==> src/rtl/proc_pkg.sv <==
// Shared definitions for the multi-cycle core: opcode/funct encodings,
// instruction field positions, FSM states, the decoder's control bundle and
// the ALU evaluation function.
package proc_pkg;

  // Primary opcodes
  localparam logic [5:0] OP_RTYPE = 6'h00;
  localparam logic [5:0] OP_J     = 6'h02;
  localparam logic [5:0] OP_JAL   = 6'h03;
  localparam logic [5:0] OP_BEQ   = 6'h04;
  localparam logic [5:0] OP_BNE   = 6'h05;
  localparam logic [5:0] OP_BLEZ  = 6'h06;
  localparam logic [5:0] OP_BGTZ  = 6'h07;
  localparam logic [5:0] OP_ADDI  = 6'h08;
  localparam logic [5:0] OP_ADDIU = 6'h09;
  localparam logic [5:0] OP_SLTI  = 6'h0A;
  localparam logic [5:0] OP_SLTIU = 6'h0B;
  localparam logic [5:0] OP_ANDI  = 6'h0C;
  localparam logic [5:0] OP_ORI   = 6'h0D;
  localparam logic [5:0] OP_XORI  = 6'h0E;
  localparam logic [5:0] OP_LW    = 6'h23;
  localparam logic [5:0] OP_SW    = 6'h2B;
  localparam logic [5:0] OP_HALT  = 6'h3F;

  // R-type funct codes
  localparam logic [5:0] F_SLL  = 6'h00;
  localparam logic [5:0] F_SRL  = 6'h02;
  localparam logic [5:0] F_SRA  = 6'h03;
  localparam logic [5:0] F_JR   = 6'h08;
  localparam logic [5:0] F_JALR = 6'h09;
  localparam logic [5:0] F_ADD  = 6'h20;
  localparam logic [5:0] F_ADDU = 6'h21;
  localparam logic [5:0] F_SUB  = 6'h22;
  localparam logic [5:0] F_SUBU = 6'h23;
  localparam logic [5:0] F_AND  = 6'h24;
  localparam logic [5:0] F_OR   = 6'h25;
  localparam logic [5:0] F_XOR  = 6'h26;
  localparam logic [5:0] F_NOR  = 6'h27;
  localparam logic [5:0] F_SLT  = 6'h2A;
  localparam logic [5:0] F_SLTU = 6'h2B;

  // Instruction field positions
  localparam int OP_MSB = 31;
  localparam int OP_LSB = 26;
  localparam int RS_MSB = 25;
  localparam int RS_LSB = 21;
  localparam int RT_MSB = 20;
  localparam int RT_LSB = 16;
  localparam int RD_MSB = 15;
  localparam int RD_LSB = 11;
  localparam int SH_MSB = 10;
  localparam int SH_LSB = 6;
  localparam int FN_MSB = 5;
  localparam int FN_LSB = 0;
  localparam int IMM_MSB = 15;

  typedef enum logic [2:0] {
    FETCH, DECODE, EXECUTE, MEM, WRITEBACK, HALT
  } state_t;

  typedef enum logic [3:0] {
    ALU_ADD, ALU_SUB, ALU_AND, ALU_OR, ALU_XOR, ALU_NOR,
    ALU_SLT, ALU_SLTU, ALU_SLL, ALU_SRL, ALU_SRA
  } alu_op_t;

  typedef enum logic [1:0] {BR_EQ, BR_NE, BR_LEZ, BR_GTZ} br_t;

  typedef struct packed {
    alu_op_t alu_opcode;
    logic    reg_dst;    // 1: write rd, 0: write rt
    logic    alu_src;    // 1: B operand is sign-extended immediate
    logic    is_branch;
    br_t     branch_type;
    logic    is_jump;
    logic    link;       // jump writes return address
    logic    jump_src;   // 1: target from rs, 0: from address field
    logic    is_load;
    logic    is_store;
    logic    illegal;
  } ctrl_t;

  // Shifts act on b (the rt operand) by the shamt field.
  function automatic logic [31:0] alu_eval(input alu_op_t op, input logic [31:0] a,
                                           input logic [31:0] b, input logic [4:0] sh);
    logic signed [31:0] sa;
    logic signed [31:0] sb;
    logic [31:0] y;
    sa = $signed(a);
    sb = $signed(b);
    case (op)
      ALU_ADD:  y = a + b;
      ALU_SUB:  y = a - b;
      ALU_AND:  y = a & b;
      ALU_OR:   y = a | b;
      ALU_XOR:  y = a ^ b;
      ALU_NOR:  y = ~(a | b);
      ALU_SLT:  y = {31'b0, (sa < sb)};
      ALU_SLTU: y = {31'b0, (a < b)};
      ALU_SLL:  y = b << sh;
      ALU_SRL:  y = b >> sh;
      ALU_SRA:  y = sb >>> sh;
      default:  y = a + b;
    endcase
    return y;
  endfunction

endpackage

==> src/rtl/multicycle_decoder.sv <==
// Combinational instruction decoder.
// Ports:
//   i_opcode - instruction bits [31:26]
//   i_funct  - instruction bits [5:0]
//   o_ctrl   - control bundle; illegal=1 for any undefined opcode/funct.
//              The halt opcode yields an all-zero, legal bundle.
module multicycle_decoder
  import proc_pkg::*;
(
  input  logic [5:0] i_opcode,
  input  logic [5:0] i_funct,
  output ctrl_t      o_ctrl
);

  always_comb begin
    o_ctrl = '0;
    o_ctrl.alu_opcode = ALU_ADD;
    o_ctrl.branch_type = BR_EQ;
    case (i_opcode)
      OP_RTYPE: begin
        o_ctrl.reg_dst = 1'b1;
        case (i_funct)
          F_ADD, F_ADDU: o_ctrl.alu_opcode = ALU_ADD;
          F_SUB, F_SUBU: o_ctrl.alu_opcode = ALU_SUB;
          F_AND:  o_ctrl.alu_opcode = ALU_AND;
          F_OR:   o_ctrl.alu_opcode = ALU_OR;
          F_XOR:  o_ctrl.alu_opcode = ALU_XOR;
          F_NOR:  o_ctrl.alu_opcode = ALU_NOR;
          F_SLT:  o_ctrl.alu_opcode = ALU_SLT;
          F_SLTU: o_ctrl.alu_opcode = ALU_SLTU;
          F_SLL:  o_ctrl.alu_opcode = ALU_SLL;
          F_SRL:  o_ctrl.alu_opcode = ALU_SRL;
          F_SRA:  o_ctrl.alu_opcode = ALU_SRA;
          F_JR: begin
            o_ctrl.is_jump  = 1'b1;
            o_ctrl.jump_src = 1'b1;
          end
          F_JALR: begin
            o_ctrl.is_jump  = 1'b1;
            o_ctrl.jump_src = 1'b1;
            o_ctrl.link     = 1'b1;
          end
          default: o_ctrl.illegal = 1'b1;
        endcase
      end
      OP_ADDI, OP_ADDIU: o_ctrl.alu_src = 1'b1;
      OP_SLTI: begin o_ctrl.alu_src = 1'b1; o_ctrl.alu_opcode = ALU_SLT;  end
      OP_SLTIU: begin o_ctrl.alu_src = 1'b1; o_ctrl.alu_opcode = ALU_SLTU; end
      OP_ANDI: begin o_ctrl.alu_src = 1'b1; o_ctrl.alu_opcode = ALU_AND;  end
      OP_ORI:  begin o_ctrl.alu_src = 1'b1; o_ctrl.alu_opcode = ALU_OR;   end
      OP_XORI: begin o_ctrl.alu_src = 1'b1; o_ctrl.alu_opcode = ALU_XOR;  end
      OP_BEQ:  begin o_ctrl.is_branch = 1'b1; o_ctrl.branch_type = BR_EQ;  end
      OP_BNE:  begin o_ctrl.is_branch = 1'b1; o_ctrl.branch_type = BR_NE;  end
      OP_BLEZ: begin o_ctrl.is_branch = 1'b1; o_ctrl.branch_type = BR_LEZ; end
      OP_BGTZ: begin o_ctrl.is_branch = 1'b1; o_ctrl.branch_type = BR_GTZ; end
      OP_J:    o_ctrl.is_jump = 1'b1;
      OP_JAL:  begin o_ctrl.is_jump = 1'b1; o_ctrl.link = 1'b1; end
      OP_LW:   begin o_ctrl.alu_src = 1'b1; o_ctrl.is_load  = 1'b1; end
      OP_SW:   begin o_ctrl.alu_src = 1'b1; o_ctrl.is_store = 1'b1; end
      OP_HALT: ;
      default: o_ctrl.illegal = 1'b1;
    endcase
  end

endmodule

==> src/rtl/multicycle_processor.sv <==
// Multi-cycle R/I/J core: FETCH -> DECODE -> EXECUTE -> (MEM) -> (WRITEBACK).
// ROM and RAM are reached over req/ack handshakes, so either may stall.
// Ports:
//   clk, reset (async active-low), enable (0 freezes all state)
//   rom_req/rom_address/rom_data_in/rom_ack      - instruction fetch
//   ram_req/ram_read_write/ram_address/
//   ram_data_write_out/ram_data_read_in/ram_ack   - data access (rw 1 = write)
//   halted, illegal_opcode, bus_error            - status (traps are sticky)
//   retired_count                                 - completed instructions, wraps
module multicycle_processor
  import proc_pkg::*;
#(
  parameter int NUM_ROM_ADDRESS = 256,
  parameter int NUM_RAM_ADDRESS = 256,
  parameter int RESET_PC        = 0,
  parameter int BUS_TIMEOUT     = 15,
  parameter int COUNT_WIDTH     = 16,
  localparam int ROM_AW = $clog2(NUM_ROM_ADDRESS),
  localparam int RAM_AW = $clog2(NUM_RAM_ADDRESS)
) (
  input  logic                   clk,
  input  logic                   reset,
  input  logic                   enable,
  output logic                   rom_req,
  output logic [ROM_AW-1:0]      rom_address,
  input  logic [31:0]            rom_data_in,
  input  logic                   rom_ack,
  output logic                   ram_req,
  output logic                   ram_read_write,
  output logic [RAM_AW-1:0]      ram_address,
  output logic [31:0]            ram_data_write_out,
  input  logic [31:0]            ram_data_read_in,
  input  logic                   ram_ack,
  output logic                   halted,
  output logic                   illegal_opcode,
  output logic                   bus_error,
  output logic [COUNT_WIDTH-1:0] retired_count
);

  localparam int WAIT_W = 16;

  state_t                 r_state, w_next;
  logic [ROM_AW-1:0]      r_pc, w_pc_next, w_pc_inc;
  logic [31:0]            r_ir, r_a, r_b, r_alu, r_mdr;
  logic [31:0]            r_regs [32];
  logic [WAIT_W-1:0]      r_wait;
  logic                   r_illegal, r_bus_error;
  logic [COUNT_WIDTH-1:0] r_retired;

  ctrl_t       w_ctrl;
  logic [4:0]  w_rs, w_rt, w_rd, w_shamt;
  logic [31:0] w_imm_se, w_rs_val, w_rt_val, w_alu_b, w_alu_y;
  logic        w_taken, w_timeout;
  logic        w_retire, w_rf_we, w_ld_ir, w_ld_ab, w_ld_alu, w_ld_mdr;
  logic        w_set_illegal, w_set_bus_err;
  logic [4:0]  w_rf_waddr;
  logic [31:0] w_rf_wdata;

  multicycle_decoder u_decoder (
    .i_opcode (r_ir[OP_MSB:OP_LSB]),
    .i_funct  (r_ir[FN_MSB:FN_LSB]),
    .o_ctrl   (w_ctrl)
  );

  assign w_rs     = r_ir[RS_MSB:RS_LSB];
  assign w_rt     = r_ir[RT_MSB:RT_LSB];
  assign w_rd     = r_ir[RD_MSB:RD_LSB];
  assign w_shamt  = r_ir[SH_MSB:SH_LSB];
  assign w_imm_se = {{16{r_ir[IMM_MSB]}}, r_ir[IMM_MSB:0]};
  assign w_pc_inc = r_pc + ROM_AW'(1);

  // r0 is hard-wired to zero on the read side as well as never written.
  assign w_rs_val = (w_rs == 5'd0) ? '0 : r_regs[w_rs];
  assign w_rt_val = (w_rt == 5'd0) ? '0 : r_regs[w_rt];

  assign w_alu_b = w_ctrl.alu_src ? w_imm_se : r_b;
  assign w_alu_y = alu_eval(w_ctrl.alu_opcode, r_a, w_alu_b, w_shamt);

  always_comb begin
    case (w_ctrl.branch_type)
      BR_EQ:   w_taken = (r_a == r_b);
      BR_NE:   w_taken = (r_a != r_b);
      BR_LEZ:  w_taken = ($signed(r_a) <= 0);
      default: w_taken = ($signed(r_a) > 0);
    endcase
  end

  // Fires on the BUS_TIMEOUT-th consecutive cycle without ack.
  assign w_timeout = (BUS_TIMEOUT != 0) && (r_wait == WAIT_W'(BUS_TIMEOUT - 1));

  always_comb begin
    w_next        = r_state;
    w_pc_next     = r_pc;
    w_retire      = 1'b0;
    w_rf_we       = 1'b0;
    w_rf_waddr    = 5'd0;
    w_rf_wdata    = '0;
    w_ld_ir       = 1'b0;
    w_ld_ab       = 1'b0;
    w_ld_alu      = 1'b0;
    w_ld_mdr      = 1'b0;
    w_set_illegal = 1'b0;
    w_set_bus_err = 1'b0;
    case (r_state)
      FETCH: begin
        if (rom_ack) begin
          w_ld_ir = 1'b1;
          w_next  = DECODE;
        end else if (w_timeout) begin
          w_set_bus_err = 1'b1;
          w_next        = HALT;
        end
      end
      DECODE: begin
        if (r_ir[OP_MSB:OP_LSB] == OP_HALT) begin
          w_retire = 1'b1;
          w_next   = HALT;
        end else if (w_ctrl.illegal) begin
          w_set_illegal = 1'b1;
          w_next        = HALT;
        end else begin
          w_ld_ab = 1'b1;
          w_next  = EXECUTE;
        end
      end
      EXECUTE: begin
        if (w_ctrl.is_branch) begin
          w_pc_next = w_taken ? r_ir[ROM_AW-1:0] : w_pc_inc;
          w_retire  = 1'b1;
          w_next    = FETCH;
        end else if (w_ctrl.is_jump) begin
          w_pc_next  = w_ctrl.jump_src ? r_a[ROM_AW-1:0] : r_ir[ROM_AW-1:0];
          w_rf_we    = w_ctrl.link;
          w_rf_waddr = w_ctrl.jump_src ? w_rd : 5'd31;
          w_rf_wdata = {{(32-ROM_AW){1'b0}}, w_pc_inc};
          w_retire   = 1'b1;
          w_next     = FETCH;
        end else begin
          w_ld_alu = 1'b1;
          w_next   = (w_ctrl.is_load || w_ctrl.is_store) ? MEM : WRITEBACK;
        end
      end
      MEM: begin
        if (ram_ack) begin
          if (w_ctrl.is_store) begin
            w_pc_next = w_pc_inc;
            w_retire  = 1'b1;
            w_next    = FETCH;
          end else begin
            w_ld_mdr = 1'b1;
            w_next   = WRITEBACK;
          end
        end else if (w_timeout) begin
          w_set_bus_err = 1'b1;
          w_next        = HALT;
        end
      end
      WRITEBACK: begin
        w_rf_we    = 1'b1;
        w_rf_waddr = w_ctrl.reg_dst ? w_rd : w_rt;
        w_rf_wdata = w_ctrl.is_load ? r_mdr : r_alu;
        w_pc_next  = w_pc_inc;
        w_retire   = 1'b1;
        w_next     = FETCH;
      end
      HALT: w_next = HALT;
      default: w_next = HALT;
    endcase
  end

  // Control state: FSM, PC, wait counter, sticky traps, retire counter.
  always_ff @(posedge clk or negedge reset) begin
    if (!reset) begin
      r_state     <= FETCH;
      r_pc        <= ROM_AW'(RESET_PC);
      r_wait      <= '0;
      r_illegal   <= 1'b0;
      r_bus_error <= 1'b0;
      r_retired   <= '0;
    end else if (enable) begin
      r_state <= w_next;
      r_pc    <= w_pc_next;
      // Counts only while a handshake state is held, i.e. ack is still low.
      if ((w_next == r_state) && ((r_state == FETCH) || (r_state == MEM)))
        r_wait <= r_wait + WAIT_W'(1);
      else
        r_wait <= '0;
      if (w_set_illegal) r_illegal <= 1'b1;
      if (w_set_bus_err) r_bus_error <= 1'b1;
      if (w_retire) r_retired <= r_retired + COUNT_WIDTH'(1);
    end
  end

  // Register file.
  always_ff @(posedge clk or negedge reset) begin
    if (!reset) begin
      for (int i = 0; i < 32; i++) r_regs[i] <= '0;
    end else if (enable && w_rf_we && (w_rf_waddr != 5'd0)) begin
      r_regs[w_rf_waddr] <= w_rf_wdata;
    end
  end

  // Datapath latches between FSM steps.
  always_ff @(posedge clk) begin
    if (enable) begin
      if (w_ld_ir) r_ir <= rom_data_in;
      if (w_ld_ab) begin
        r_a <= w_rs_val;
        r_b <= w_rt_val;
      end
      if (w_ld_alu) r_alu <= w_alu_y;
      if (w_ld_mdr) r_mdr <= ram_data_read_in;
    end
  end

  // Gating with reset makes rom_req drop the instant reset asserts, even
  // though the reset state itself is FETCH.
  assign rom_req            = reset && (r_state == FETCH);
  assign rom_address        = r_pc;
  assign ram_req            = reset && (r_state == MEM);
  assign ram_read_write     = (r_state == MEM) && w_ctrl.is_store;
  assign ram_address        = r_alu[RAM_AW-1:0];
  assign ram_data_write_out = r_b;
  assign halted             = (r_state == HALT);
  assign illegal_opcode     = r_illegal;
  assign bus_error          = r_bus_error;
  assign retired_count      = r_retired;

endmodule
==> config.mk <==
export PLATFORM = sky130hd
export DESIGN_NAME = multicycle_processor
export DESIGN_NICKNAME = d
export VERILOG_FILES = /design/src/rtl/proc_pkg.sv /design/src/rtl/multicycle_decoder.sv /design/src/rtl/multicycle_processor.sv
export SDC_FILE = /design/constraint.sdc
export NUM_CORES = 2
export LEC_CHECK = 0
export CORE_MARGIN = 8
export CORE_UTILIZATION = 57
export CTS_CLUSTER_DIAMETER = 60
export DETAILED_ROUTE_END_ITERATION = 8
export PLACE_DENSITY = 0.78
export RECOVER_POWER = 100
export SLEW_MARGIN = 40
export SYNTH_ARGS = -nofsm -noshare
export SYNTH_HDL_FRONTEND = slang
export SYNTH_HIERARCHICAL = 1
export SYNTH_SLANG_ARGS = --single-unit
==> constraint.sdc <==
create_clock -name clk -period 8.5 [get_ports clk]
set_input_delay 2.125 -clock clk [delete_from_list [all_inputs] [get_ports clk]]
set_output_delay 2.125 -clock clk [all_outputs]
set_load 0.02 [all_outputs]
**Yosys cells after proc, flatten, opt, wreduce, memory -nomap -nowiden**

Index checks and enable logic that the tools add are counted.

- Flip-flop bits (word level): 1229
- Bits of input ports: 69

- Add/sub/neg operators: 5
- Bitwise operators: 7
- $lt $le $gt $ge: 8
- Reduce and logical (&&, ||, !) cells: 31
- Equal/unequal tests: 54
- Muxes and demuxes: 80
- Shift operators: 3

Operator list:

| cell | number |
|---|---|
| 1024-bit bitwise mux | 1 |
| 32-bit binary-select mux with 5-bit select | 2 |
| 32-bit one-hot mux with 10 select lines | 1 |
| 32-bit 2-to-1 mux | 7 |
| 32-bit demux with 5-bit select | 1 |
| 6-bit == test (second input constant) | 13 |
| 32-bit less-than comparator | 2 |
| 8-bit 2-to-1 mux | 8 |
| 32-bit one-hot mux with 2 select lines | 1 |
| 6-bit by 4-bit == test with 1-bit output (second input constant) | 9 |
| 4-bit one-hot mux with 10 select lines | 1 |
| 16-bit by 1-bit adder with 16-bit output (second input constant) | 2 |
| 32-bit adder | 1 |
| 32-bit AND | 1 |
| 32-bit == test | 1 |
| 32-bit by 1-bit > comparator with 1-bit output (second input constant) | 1 |
| 32-bit by 1-bit less-or-equal comparator with 1-bit output (second input constant) | 1 |
| 1-bit 2-to-1 mux | 32 |
| 32-bit != test | 1 |
| 32-bit NOT | 1 |
| 32-bit OR | 1 |
| 32-bit by 5-bit left shift with 32-bit output | 1 |
| 32-bit by 5-bit right shift with 32-bit output | 1 |
| 32-bit by 5-bit >>> shifter with 32-bit output | 1 |
| 46 further kinds | 97 |

**Logic depth before layout (Yosys ltp)**

- Depth after elaboration: 14
- Mapped depth: 24

**Hierarchy**

The synthesis kept the hierarchy.

Modules (own cells, without submodules):

| module | instances | area each (µm²) | sequential area each (µm²) | cells each |
|---|---|---|---|---|
| multicycle_processor | 1 | 70353.7 | 31555.3 | 6643 |
| multicycle_decoder | 1 | 455.4 | 0.0 | 69 |

**Least setup slack after synthesis**

Ideal clock, no wire load.

- Path kind: input -> register
- Start point: input enable
- End point: register r_a[0], enable pin
- Required time: 7.935 ns
- Cell stages on the path: 3
- Data arrival time: 6.900 ns
- Path slack: 1.035 ns
- Path buffers: 1
- Path through: clkbuf_1 nand2b_1 nor3_1

- Word-level cells in the longest chain between the ends: 1

Ends and longest elaborated chain:

| element | RTL line | source |
|---|---|---|
| start: declaration | multicycle_processor.sv:23 | `input logic enable,` |
| 2-bit AND reduction (no source line) | -- |  |
| end signal: assignment | multicycle_processor.sv:208 | `r_a <= w_rs_val;` |
| end: declaration | multicycle_processor.sv:44 | `logic [31:0] r_ir, r_a, r_b, r_alu, r_mdr;` |

No other way between the ends.
A chain may end at the register's enable or synchronous reset.

**Worst setup path after layout**

- Start point: register r_ir[17]
- End point: register r_b[16], in the netlist ram_data_write_out[16] (data pin)

- Word-level cells in the longest chain between the ends: 4

Ends and longest elaborated chain:

| element | RTL line | source |
|---|---|---|
| start: declaration | multicycle_processor.sv:44 |  |
| start signal: assignment | multicycle_processor.sv:206 | `if (w_ld_ir) r_ir <= rom_data_in;` |
| 5-bit NOT with 6-bit output (implied by the code) | multicycle_processor.sv:74 | `assign w_rt_val = (w_rt == 5'd0) ? '0 : r_regs[w_rt];` |
| 32-bit binary-select mux with 5-bit select | multicycle_processor.sv:74 |  |
| 32-bit 2-to-1 mux (implied by the code) (2 in a row) | multicycle_processor.sv:74 |  |
| end signal: assignment | multicycle_processor.sv:209 | `r_b <= w_rt_val;` |
| end: declaration | multicycle_processor.sv:44 |  |

Parallel ways exist; a longest one is shown, timed or not. The select of a mux whose other input is x is not followed.

==> out/metrics.csv <==
stage;metric;value;unit
power_and_ir_drop;Max rail drop VDD;0.2021;mV
place;Placement Setup Slack;2.837;ns
critical_path;required time of the worst setup path;9.07;ns
routing;Vias per Instance;7.080;
yosys;Gate Count Post-Synth;6712;
floorplan;effective utilization at floorplan;0.5735;
hold_path;worst min-delay path class;register to register;
yosys;Synth top area share;0.3778;
final_layout;# fillers;9177;
critical_path;worst reg-to-reg path cell count;7;
sta;setup total negative slack;0;ns
final_layout;final design area excluding fillers;77970;µm²
place;area post-placement;74050;µm²
hold_path;Worst Min Path Start;r_regs[1015];
clocking;CTS max path bufs;3;
yosys;count of state elements after synthesis;1229;
clocking;clock-pin transition on the worst setup and hold timing paths;0.06;ns
status;violated checks;capacitance limit, slew limit;
grt;initial antenna violation count;13;
floorplan;IO Pins;139;
critical_path;most prevalent standard cell on the critical path;sky130_fd_sc_hd__clkbuf_1;
yosys;netlist area before placement;70810;µm²
yosys;library cells used by synthesis;95;
final_layout;ratio of cells with drive above 1 in the final layout;0.1580;
sta;transition time at the pin with the least slew margin;4.447;ns
critical_path;critical-path cell list;buf_12 > clkbuf_2 > or3_2 > clkbuf_1 > nor3_1 > clkbuf_1 > a211oi_1;
critical_path;startpoint of the worst setup timing path;r_ir[17];
power_and_ir_drop;Design Power;0.01336;W
routing;DRC violations left;0;
sta;share of the clock period used by the worst path;0.8485;
power_and_ir_drop;power density over the cells;171.3;nW/µm²
yosys;synthesized net count;6900;
floorplan;chip height;368.5;µm
yosys;synthesized-area fraction occupied by ao, oa, aoi and oai cells;0.1557;
sta;Final Hold Fails;0;
critical_path;end of the worst register-to-register path;ram_data_write_out[16];
floorplan;standard cell core area;123500;µm²
yosys;ranking of synthesized cells by area;sky130_fd_sc_hd__dfrtp_1 (38%), sky130_fd_sc_hd__mux4_2 (16%), sky130_fd_sc_hd__edfxtp_1 (6.8%);
grt;GR Layer Usage met1;0.4352;
critical_path;WS Path Type;register to register;
clocking;CTS hold repair buffers;0;
place;I/O Buffers;138;
status;outcome;finished with violations;
yosys;number of flops mapped to enable cells by yosys;160;
critical_path;crit start category;register;
routing;via total after detailed routing;58270;
critical_path;crit path to;ram_data_write_out[16];
routing;final antenna-violating net count;0;
clocking;clock insertion delay at the later pin of the skew report;0.79;ns
final_layout;post-layout net count;6663;
yosys;dominant register cell in the synthesized netlist;sky130_fd_sc_hd__dfrtp_1;
routing;routed wire length;245800;µm
yosys;post-synthesis share of cell area spent on and, or, nand and nor gates;0.1075;
sta;RSZ-0062 raised after global routing;no;
critical_path;capturing element type of the critical path;register;
sta;worst clock skew on the final layout;0.04252;ns
yosys;combinational family with the most area after synthesis;multiplexers;
place;HPWL Detailed;157400;µm
place;gp weighted congestion;1.018;
critical_path;largest fanout of any net on the critical path;88;
grt;first-pass GRT wire length;365200;µm
final_layout;total area of multi-input combinational cells;36290;µm²
floorplan;area of the die;135800;µm²
clocking;clock tree from TritonCTS;built;
yosys;async set or reset register ratio after synthesis;0.8698;
clocking;cell chosen for the clock root;sky130_fd_sc_hd__clkbuf_16;
yosys;xor-xnor portion of the synthesized cell area;0.01149;
clocking;clock sink count;1229;
clocking;H-tree level count;4;
sta;crit path setup slack, layout;1.288;ns
sta;final critical delay including setup and external delays;7.213;ns
grt;met2 capacity usage during global routing;0.5383;
grt;met3 demand-to-capacity share in global routing;0.1021;
power_and_ir_drop;leakage power total;31.74;nW
routing;wire length per cell;29.86;µm
grt;number of global-route vias before repair;57940;
routing;number of detailed-route iterations in the first pass;8;
critical_path;worst endpoint data arrival time;7.79;ns
clocking;TritonCTS buffer count;133;
yosys;Yosys warning count;6;
clocking;setup repair bufs after CTS;0;
floorplan;die extent in x;368.5;µm
sta;count of pins over their slew limit;1501;
sta;Max transition margin;-1.964;
grt;GR Util All Layers;0.3535;
final_layout;register cell area after layout;31560;µm²
floorplan;Core Rows;129;
yosys;adder-cell share of the synthesized area;0.02138;
yosys;mux share of post-synthesis cell area;0.2147;
critical_path;cell with the biggest individual delay on the critical path;sky130_fd_sc_hd__clkbuf_1;
yosys;top cell type by total area after synthesis;sky130_fd_sc_hd__dfrtp_1;
sta;worst-case hold slack;0.4000;ns
sta;Max Freq;138.6;MHz
critical_path;Critical Path Max Stage Delay;2.16;ns
critical_path;flop-to-flop setup slack;1.29;ns
yosys;Avg Inst Size Synth;10.55;µm²
yosys;proportion of synthesized chip area in sequential cells;0.4456;
final_layout;synthesis-to-finish area growth;10.11;%
routing;violation count after the first detailed-route iteration;8189;
grt;Overflow after GRT;0;
flow_run;count of maximum capacitance violations;36;
grt;Top Usage Layer GRT;met2;
critical_path;startpoint of the worst register-to-register path;r_ir[17];
clocking;Resized Gates After CTS;0;
grt;largest net degree at the start of global routing;156;
sta;setup violators final;0;
## worst min-delay path by stage
stage	cells past startpoint	endpoint	slack [ns]
6_report	0	r_regs[1015]	0.40
2_1_floorplan	1	r_regs[1006]	0.44
4_1_cts	0	r_regs[992]	0.40
3_5_place_dp	0	r_regs[992]	0.39
5_1_grt	0	r_regs[1021]	0.41
3_3_place_gp	0	r_regs[1022]	0.38
## cell type report
class,count,area share
Multi-Input combinational cell,4704,0.4654
Tap cell,1637,0.02627
Inverter,113,0.005472
Sequential cell,1229,0.4047
Timing Repair Buffer,294,0.03925
Clock inverter,61,0.009339
Antenna cell,9,0.0002888
Clock buffer,183,0.04928
## where the power goes
group / leakage [nW] / internal (W) / switching, W
clock: 2.26 / 0.00354 / 0.00253
sequential: 16.4 / 0.00603 / 0.000112
combinational: 13.1 / 0.000316 / 0.000831
total: 31.7 / 0.00989 / 0.00347
## flip-flops by register name, summed over array words and instances, names as in the netlist
register and flops:
r_alu 32, r_mdr 32, illegal_opcode 1, r_ir 32, r_state 3, r_a 32
ram_data_write_out 32, rom_address 8, retired_count 16, r_regs 1024, r_wait 16, bus_error 1
## layer usage
metal | vias up | share of wire
met2 | 4069 | 0.45
met3 | 1193 | 0.12
li1 | 24220 | -
met1 | 28780 | 0.35
met4 | 8 | 0.082
met5 | - | 0.00072
## cells in the final DEF, fill, tap and decap left out, types with 40 or more instances in the layout
master                          Yosys  layout
sky130_fd_sc_hd__nor3_1            57      54
sky130_fd_sc_hd__a21oi_1          159     158
sky130_fd_sc_hd__clkbuf_16          0     138
sky130_fd_sc_hd__o22ai_1           75      75
sky130_fd_sc_hd__nand2_1         1177    1153
sky130_fd_sc_hd__o211ai_1          52      52
sky130_fd_sc_hd__a211oi_1          70      70
sky130_fd_sc_hd__o21ai_1          602      59
sky130_fd_sc_hd__dfrtp_1         1069    1069
sky130_fd_sc_hd__o221ai_1          60      60
sky130_fd_sc_hd__xnor2_1           49      50
sky130_fd_sc_hd__mux2_2           109     108
sky130_fd_sc_hd__a221oi_1          53      55
sky130_fd_sc_hd__mux4_2           514     514
sky130_fd_sc_hd__nor2_1           251     248
sky130_fd_sc_hd__buf_4             17      62
sky130_fd_sc_hd__buf_12             0      40
sky130_fd_sc_hd__dlygate4sd3_1      0     135
sky130_fd_sc_hd__nand3_1           65      68
sky130_fd_sc_hd__edfxtp_1         160     160
sky130_fd_sc_hd__ha_1             117     117
sky130_fd_sc_hd__mux2i_1          240     240
sky130_fd_sc_hd__clkbuf_1         517      55
sky130_fd_sc_hd__xor2_1            42      42
sky130_fd_sc_hd__inv_1            110     109
sky130_fd_sc_hd__o21ai_0          506    1049
## cells in the mapped netlist (17+ instances only)
master                        n
sky130_fd_sc_hd__xnor2_1     49
sky130_fd_sc_hd__buf_4       17
sky130_fd_sc_hd__inv_1      110
sky130_fd_sc_hd__nand4_1     29
sky130_fd_sc_hd__o21ai_1    602
sky130_fd_sc_hd__buf_1       66
sky130_fd_sc_hd__edfxtp_1   160
sky130_fd_sc_hd__dfrtp_1   1069
sky130_fd_sc_hd__o21ai_0    506
sky130_fd_sc_hd__a21oi_1    159
sky130_fd_sc_hd__buf_2       64
sky130_fd_sc_hd__o211ai_1    52
sky130_fd_sc_hd__nor3_1      57
sky130_fd_sc_hd__a211oi_1    70
sky130_fd_sc_hd__nand2b_1    39
sky130_fd_sc_hd__a221oi_1    53
sky130_fd_sc_hd__nand2_1   1177
sky130_fd_sc_hd__mux2_2     109
sky130_fd_sc_hd__o22ai_1     75
sky130_fd_sc_hd__and3_1      17
sky130_fd_sc_hd__mux4_2     514
sky130_fd_sc_hd__clkbuf_1   517
sky130_fd_sc_hd__o21bai_1    18
sky130_fd_sc_hd__nor4_1      30
sky130_fd_sc_hd__a221o_1     18
sky130_fd_sc_hd__nor2_1     251
sky130_fd_sc_hd__o221ai_1    60
sky130_fd_sc_hd__nor2b_1     40
sky130_fd_sc_hd__xor2_1      42
sky130_fd_sc_hd__and2_1      26
sky130_fd_sc_hd__a22o_1      35
sky130_fd_sc_hd__o31ai_1     30
sky130_fd_sc_hd__mux2i_1    240
sky130_fd_sc_hd__ha_1       117
sky130_fd_sc_hd__nand3_1     65
## critical path, delay by kind of cell (launching register included)
kind,cells,cell delay [ns]
buf+inv,4,5.23
simple gates,2,0.65
compound gates,1,0.53
flops,1,0.51
## per-stage QoR
stage | utilization | std cells
CTS | 0.6367 | 8218
floorplan | - | 6712
global route | 0.6313 | 8222
detailed placement | 0.5997 | 7974
finish | 0.6315 | 8230
global placement | 0.5906 | 7929
## kinds of logic after synthesis
logic type,count (synthesis)
muxes,863
adders and majority gates,120
and+or+nand+nor,1789
AOI/OAI and AO/OA,1840
buffers and inverters,779
DFF,1229
xor gates and xnor gates,92
(Power assumes the default switching activity.)
